--- src/rtl/lamp_sequence_monitor_pkg.sv ---
// Shared lamp-bus definitions: lamp codes, decoded phases, error codes and monitor states.
// Used by the lamp sequence monitor and its code decoder.
package lamp_sequence_monitor_pkg;

    localparam logic [2:0] LAMP_RED    = 3'b100;
    localparam logic [2:0] LAMP_GREEN  = 3'b010;
    localparam logic [2:0] LAMP_YELLOW = 3'b001;

    typedef enum logic [1:0] {
        PH_RED    = 2'd0,
        PH_GREEN  = 2'd1,
        PH_YELLOW = 2'd2,
        PH_NONE   = 2'd3
    } phase_t;

    typedef enum logic [1:0] {
        ERR_NONE    = 2'd0,
        ERR_ILLEGAL = 2'd1,
        ERR_ORDER   = 2'd2,
        ERR_STUCK   = 2'd3
    } err_t;

    typedef enum logic [1:0] {
        ST_SYNC,
        ST_TRACK,
        ST_FAULT
    } state_t;

    // Legal successor in the RED -> GREEN -> YELLOW -> RED ring.
    function automatic phase_t next_phase(input phase_t p);
        case (p)
            PH_RED:    next_phase = PH_GREEN;
            PH_GREEN:  next_phase = PH_YELLOW;
            PH_YELLOW: next_phase = PH_RED;
            default:   next_phase = PH_NONE;
        endcase
    endfunction

endpackage

--- src/rtl/lamp_code_decoder.sv ---
// Combinational decode of the one-hot lamp bus into a phase plus a validity flag.
// Anything other than a single lit lamp is reported invalid with phase PH_NONE.
module lamp_code_decoder
    import lamp_sequence_monitor_pkg::*;
(
    input  logic [0:2] light,
    output logic       valid,
    output phase_t     phase
);

    always_comb begin
        valid = 1'b1;
        phase = PH_NONE;
        case (light)
            LAMP_RED:    phase = PH_RED;
            LAMP_GREEN:  phase = PH_GREEN;
            LAMP_YELLOW: phase = PH_YELLOW;
            default:     valid = 1'b0;
        endcase
    end

endmodule

--- src/rtl/lamp_sequence_monitor.sv ---
// Receive-side checker for the traffic-lamp bus: tracks phase order and dwell time,
// counts completed cycles and latches a sticky fault until clear or reset.
module lamp_sequence_monitor
    import lamp_sequence_monitor_pkg::*;
#(
    parameter int MAX_DWELL = 4,
    parameter int DW_W      = 3,
    parameter int CNT_W     = 8
) (
    input  logic             clk,
    input  logic             reset,
    input  logic [0:2]       light,
    input  logic             clear,
    output logic [1:0]       phase,
    output logic             locked,
    output logic             seq_error,
    output logic [1:0]       err_code,
    output logic [CNT_W-1:0] cycle_count,
    output logic [DW_W-1:0]  dwell
);

    localparam logic [DW_W-1:0] DWELL_MAX = DW_W'(MAX_DWELL);
    localparam logic [DW_W-1:0] DWELL_SAT = DW_W'(MAX_DWELL + 1);

    state_t           state, state_next;
    phase_t           phase_r, phase_next;
    err_t             err_r, err_next;
    logic [DW_W-1:0]  dwell_r, dwell_next, dwell_inc;
    logic [CNT_W-1:0] count_r, count_next;

    logic   dec_valid;
    phase_t dec_phase;

    lamp_code_decoder u_decoder (
        .light (light),
        .valid (dec_valid),
        .phase (dec_phase)
    );

    always_ff @(posedge clk or posedge reset) begin
        if (reset) begin
            state   <= ST_SYNC;
            phase_r <= PH_NONE;
            err_r   <= ERR_NONE;
            dwell_r <= '0;
            count_r <= '0;
        end else begin
            state   <= state_next;
            phase_r <= phase_next;
            err_r   <= err_next;
            dwell_r <= dwell_next;
            count_r <= count_next;
        end
    end

    always_comb begin
        state_next = state;
        phase_next = phase_r;
        err_next   = err_r;
        dwell_next = dwell_r;
        count_next = count_r;
        dwell_inc  = (dwell_r == DWELL_SAT) ? dwell_r : dwell_r + DW_W'(1);

        // clear outranks any detection on the same edge; the sample is dropped.
        if (clear) begin
            state_next = ST_SYNC;
            phase_next = PH_NONE;
            err_next   = ERR_NONE;
            dwell_next = '0;
            count_next = '0;
        end else begin
            case (state)
                ST_SYNC: begin
                    if (dec_valid) begin
                        state_next = ST_TRACK;
                        phase_next = dec_phase;
                        dwell_next = DW_W'(1);
                    end else begin
                        phase_next = PH_NONE;
                    end
                end
                ST_TRACK: begin
                    if (!dec_valid) begin
                        state_next = ST_FAULT;
                        err_next   = ERR_ILLEGAL;
                    end else if (dec_phase == phase_r) begin
                        dwell_next = dwell_inc;
                        if (dwell_inc > DWELL_MAX) begin
                            state_next = ST_FAULT;
                            err_next   = ERR_STUCK;
                        end
                    end else if (dec_phase == next_phase(phase_r)) begin
                        phase_next = dec_phase;
                        dwell_next = DW_W'(1);
                        if (phase_r == PH_YELLOW) begin
                            count_next = count_r + CNT_W'(1);
                        end
                    end else begin
                        state_next = ST_FAULT;
                        err_next   = ERR_ORDER;
                    end
                end
                ST_FAULT: begin
                    state_next = ST_FAULT;
                end
                default: begin
                    state_next = ST_SYNC;
                    phase_next = PH_NONE;
                end
            endcase
        end
    end

    always_comb begin
        locked      = (state == ST_TRACK);
        seq_error   = (state == ST_FAULT);
        phase       = phase_r;
        err_code    = err_r;
        dwell       = dwell_r;
        cycle_count = count_r;
    end

endmodule
--- config.mk ---
export PLATFORM = sky130hd
export DESIGN_NAME = lamp_sequence_monitor
export DESIGN_NICKNAME = d
export VERILOG_FILES = /design/src/rtl/lamp_sequence_monitor_pkg.sv /design/src/rtl/lamp_code_decoder.sv /design/src/rtl/lamp_sequence_monitor.sv
export SDC_FILE = /design/constraint.sdc
export NUM_CORES = 1
export LEC_CHECK = 0
export ABC_AREA = 1
export CAP_MARGIN = 20
export CORE_ASPECT_RATIO = 0.75
export CORE_MARGIN = 5
export CORE_UTILIZATION = 35
export DETAILED_ROUTE_END_ITERATION = 7
export HOLD_SLACK_MARGIN = 0.12
export PLACE_DENSITY = 0.6
export SYNTH_ARGS = -nofsm -noshare
export SYNTH_HDL_FRONTEND = slang
export SYNTH_SLANG_ARGS = --single-unit
--- constraint.sdc ---
create_clock -name clk -period 2.3 [get_ports clk]
set_input_delay 0.345 -clock clk [delete_from_list [all_inputs] [get_ports clk]]
set_output_delay 0.345 -clock clk [all_outputs]
set_load 0.1 [all_outputs]
Word-level counts from Yosys, hierarchy flattened
Index checks and enable logic that the tools add are counted.

Output and inout bits: 17. Input port bits: 6. Register bits after elaboration: 17.

Reductions and logical operators: 13. Equal/unequal tests: 21. Muxes and demuxes: 38. Add/subtract/negate cells: 2. Magnitude comparators: 1.

Operator list (number): $mux 8 (6); $mux 2 (20); $pmux 2 s3 (4); $mux 3 (6); $add 8x1->8 const B (1); $reduce_and 4->1 (2); $reduce_bool 2->1 (4); $eq 3x3->1 const B (2); $ne 3x2->1 const B (2); $ne 3x3->1 const B (2); $pmux 3 s2 (1); $reduce_and 3->1 (2); $ne 5x4->1 const B (1); $ne 5x5->1 const B (1); $reduce_and 5->1 (1); $eq 2x1->1 const B (2); $eq 2x2->1 (2); $eq 2x2->1 const B (2); $logic_not 2->1 (2); $ne 2x2->1 const B (2); $ne 4x2->1 const B (1); $ne 4x3->1 const B (1); $ne 4x4->1 const B (1); $add 3x1->3 const B (1); other kinds (6) (6).

Logic depth before layout (Yosys ltp)
Word-level depth: 13. Gate-level depth with buffers: 12.

Modules after synthesis
Synthesis repeated with hierarchy kept, for this count alone.

Cells, all modules: 188. Area, all modules: 1366.3 µm².

By module, submodules not included: lamp_sequence_monitor (area an instance 1318.8 µm², cells each 178, times used 1); lamp_code_decoder (area an instance 47.5 µm², cells each 10, times used 1).

Least setup slack after synthesis
OpenSTA, ideal clock, no wires.

Kind: reg-to-reg. From: reg state[1]. To: reg state[0]. Required time: 2.235 ns. Cell stages (with the launch flop): 11. Path slack: 0.100 ns. Data arrival time: 2.135 ns. Path through: dfrtp_1 inv_1 ha_1 inv_1 nor2_1 nand2_1 inv_1 nand3_1 nand3_1 nand2_1 nand2_1.

Word-level cells in the longest chain between the ends: 3.

Ends and longest elaborated chain: start: declaration (RTL line lamp_sequence_monitor.sv:25) `state_t state, state_next;`; start signal: assignment (RTL line lamp_sequence_monitor.sv:48) `state <= state_next;`; $eq 2x1->1 *; via locked (RTL line lamp_sequence_monitor.sv:15) `output logic locked,`; $ne 5x4->1 (no line) (tied with other cells); $reduce_and 3->1 (no line) or $mux 2 (tied branches).

The timed path passes the listed nets; every way through them passes the cells marked *. A chain may end at the register's enable or synchronous reset.

Worst setup path after layout
From: reg phase_r[1], in the netlist phase[1]. To: reg count_r[7], in the netlist cycle_count[7].

Word-level cells in the longest chain between the ends: 9.

Ends and longest elaborated chain: start: declaration (RTL line lamp_sequence_monitor.sv:26) `phase_t phase_r, phase_next;`; start signal: assignment (RTL line lamp_sequence_monitor.sv:49) `phase_r <= phase_next;`; $eq 2x2->1 (tied with other cells) (RTL line lamp_sequence_monitor_pkg.sv:31, lamp_sequence_monitor.sv:95); $pmux 2 s3 (RTL line lamp_sequence_monitor_pkg.sv:31) `case (p)`; $mux 2 (RTL line lamp_sequence_monitor.sv:86) `end else if (dec_phase == phase_r) begin`; $mux 2 (RTL line lamp_sequence_monitor.sv:83) `if (!dec_valid) begin`; $mux 2 (RTL line lamp_sequence_monitor.sv:72) `case (state)`; $mux 2 (RTL line lamp_sequence_monitor.sv:65) `if (clear) begin`; $eq 2x2->1 (RTL line lamp_sequence_monitor.sv:92) `end else if (dec_phase == next_phase(phase_r)) begin`; $reduce_bool 2->1 (no line); $reduce_and 5->1 (no line) *; end signal: assignment (RTL line lamp_sequence_monitor.sv:52) `count_r <= count_next;`; end: declaration (RTL line lamp_sequence_monitor.sv:29) `logic [CNT_W-1:0] count_r, count_next;`.

Mark *: on every way between the ends. The rest lies on a longest branch, timed or not. The select of a mux whose other input is x is not followed.

==> results.sh <==
export IMPL_outcome="complete, no violations"
export IMPL_drc=0
export IMPL_crit_path_end_kind="flip-flop"
export IMPL_reg2regPathDepth=12
export IMPL_post_cts_buffers=0
export IMPL_cts_max_level=1
export IMPL_clk_pin_slew_worst_paths_ps=70
export IMPL_port_buffers=22
export IMPL_synth_seq_cells=17
export IMPL_power_static_leakage_nw=0.942
export IMPL_grt_pass1_wl_um=4790
export IMPL_die_h_um=64.2
export IMPL_synth_seq_area_share=0.313
export IMPL_overflow=0
export IMPL_hpwl_um=2270
export IMPL_rr_endpoint="cycle_count[7]"
export IMPL_slew_headroom=0.556
export IMPL_post_route_cells_drive_above_1_share=0.209
export IMPL_hold_buffers=0
export IMPL_synthDistinctLibCells=25
export IMPL_place_area_um2=1620
export IMPL_core_area_um2=3710
export IMPL_crit_path_start="phase[1]"
export IMPL_syn_area_um2=1370
export IMPL_grt_usage=0.112
export IMPL_synth_nets=201
export IMPL_cp_arrival_ps=2090
export IMPL_cp_slowest_stage_delay_ps=590
export IMPL_hold_class="flip-flop to flip-flop"
export IMPL_tightestPinTransition_ps=666
export IMPL_r2r_start="phase[1]"
export IMPL_timing_setup_tns_ps=0
export IMPL_clock_sinks=17
export IMPL_routed_wl_um=2810
export IMPL_fmax_mhz=514
export IMPL_fin_skew_ps=1.44
export IMPL_slew_viol_final=0
export IMPL_drt_pass1_iter_count=4
export IMPL_initial_core_util=0.369
export IMPL_avgSynthCellArea_um2=7.40
export IMPL_drt_wirelength_per_cell_um=10.7
export IMPL_worstPathCellList="inv_1 -> ha_1 -> nor2_1 -> inv_1 -> nand2_1 -> nand2_1 -> nor2_2 -> nand2_2 -> nor2_8 -> nor2_4 -> nand2_1 -> nand2_1"
export IMPL_rrSetupSlack_ps=350
export IMPL_gp_congestion=0.783
export IMPL_post_route_period_util=0.846
export IMPL_met3_usage=0.0337
export IMPL_design_area_um2=1660
export IMPL_cts_tree="done"
export IMPL_cpMostUsedCell="nand2_1"
export IMPL_final_hold_violation_count=0
export IMPL_cap_viol_max_count=0
export IMPL_area_growth_pct=21.4
export IMPL_grt_pass1_vias=1078
export IMPL_grt_max_degree=18
export IMPL_io_pins=23
export IMPL_cts_resized=0
export IMPL_synth_warnings=0
export IMPL_peakVddDrop_uv=487
export IMPL_clkLatencyLatePin_ps=250
export IMPL_cp_data_required_time_ps=2440
export IMPL_grt_util_met1=0.165
export IMPL_numCtsBuffers=3
export IMPL_synth_cells=185
export IMPL_cts_buffer_depth=2
export IMPL_fp_row_count=19
export IMPL_powerDensity_nw_per_um2=949
export IMPL_period_needed_ps=1950
export IMPL_crit_end="cycle_count[7]"
export IMPL_use_met2=0.164
export IMPL_worstSetupPathType="flip-flop to flip-flop"
export IMPL_die_area_um2=5270
export IMPL_antenna_cells=0
export IMPL_crit_slowest_cell="dfstp_2"
export IMPL_setup_viol=0
export IMPL_crit_path_start_kind="flip-flop"
export IMPL_antenna_found_initial=0
export IMPL_nNetsFinal=228
export IMPL_grt_busiest_layer="met1"
export IMPL_root_buffer="clkbuf_8"
export IMPL_vias=1218
export IMPL_drtAntennaViolNets=0
export IMPL_die_w_um=82.2
export IMPL_drt_iter0_drc=36
export IMPL_rsz0062_at_grt="false"
export IMPL_routed_via_density=4.63
export IMPL_crit_fanout=9
-- final cells by class --
class | instances | area (um^2)
multi-input cells | 144 | 851
repair buffers | 23 | 185
flip-flops and latches | 17 | 428
clock inverters | 1 | 5.00
clock buffers | 3 | 41.3
well taps | 52 | 65.1
inverters | 23 | 86.3
fillers | 390 | 2050
-- worst max-delay path: cells and delay by family, from the launching register on --
kind                       cells  cell delay, ps
DFF                            1             590
adders and majority gates      1             180
and+or+nand+nor                9             900
buffers and inverters          2             160
-- through the flow --
stage / std cells / hold WS [ps] / worst slack (ps) / total power [mW] / utilization
3_5_place_dp: 259 / 471 / 247 / 1.36 / 0.436
2_1_floorplan: 185 / 270 / 99.6 / 1.18 / -
3_3_place_gp: 259 / 469 / 241 / 1.36 / 0.436
5_1_grt: 263 / 510 / 112 / 1.70 / 0.448
6_report: 263 / 482 / 354 / 1.58 / 0.448
4_1_cts: 263 / 489 / 352 / 1.59 / 0.448
-- worst min-delay path by stage --
stage	end	from	slack, ps	cells past startpoint
after floorplan	cycle_count[0]	reset	270	1
after global placement	err_code[1]	err_code[1]	470	2
after detailed placement	err_code[1]	err_code[1]	470	2
after CTS	err_code[1]	err_code[1]	490	2
after global routing	err_code[0]	err_code[0]	510	2
final	err_code[1]	err_code[1]	480	2
-- state kept, by name, indices dropped and copies added (netlist names) --
name	count
err_code	2
dwell	3
cycle_count	8
phase	2
state	2
-- cell usage after synthesis (all sizes together) --
cell type | n | area [um^2]
a21boi | 1 | 7.51
a21oi | 1 | 5.00
clkbuf | 1 | 3.75
dfrtp | 15 | 375
dfstp | 2 | 52.6
ha | 10 | 125
inv | 23 | 86.3
nand2 | 68 | 315
nand3 | 31 | 170
nand3b | 4 | 30.0
nand4 | 3 | 18.8
nor2 | 12 | 73.8
nor3b | 1 | 12.5
o21ai | 5 | 25.0
or2 | 1 | 6.26
xor2 | 7 | 61.3
-- cell families (layout without fill, tap and decap cells) --
logic type                 after synthesis  after routing  share of synthesized area
AOI/OAI and AO/OA                        7              7                     0.0274
xor gates and xnor gates                 7              7                     0.0448
adders and majority gates               10             10                     0.0914
buffers and inverters                   24             50                     0.0658
DFF                                     17             17                      0.313
and+or+nand+nor                        120            120                      0.458
-- power by group --
group          switching [mW]  internal (mW)
Combinational           0.695          0.253
Clock                   0.101          0.120
Sequential             0.0518          0.355
-- layout by cell type, fill, tap and decap left out, drive strengths merged --
master / Yosys / layout
nand2: 68 / 68
nor2: 12 / 12
dfrtp: 15 / 15
buf: 0 / 18
a21boi: 1 / 1
clkdlybuf4s50: 0 / 5
o21ai: 5 / 5
nand3b: 4 / 4
ha: 10 / 10
nand3: 31 / 31
inv: 23 / 23
a21oi: 1 / 1
clkbuf: 1 / 3
nand4: 3 / 3
dfstp: 2 / 2
nor3b: 1 / 1
xor2: 7 / 7
clkinv: 0 / 1
or2: 1 / 1
-- routing by layer --
layer / part of all wire / up-vias
met1: 0.53 / 554
met4: 0.0053 / 0
met2: 0.42 / 21
met3: 0.046 / 2
li1: - / 641
met5: 0 / -
Power figures use the tool's default switching activity.
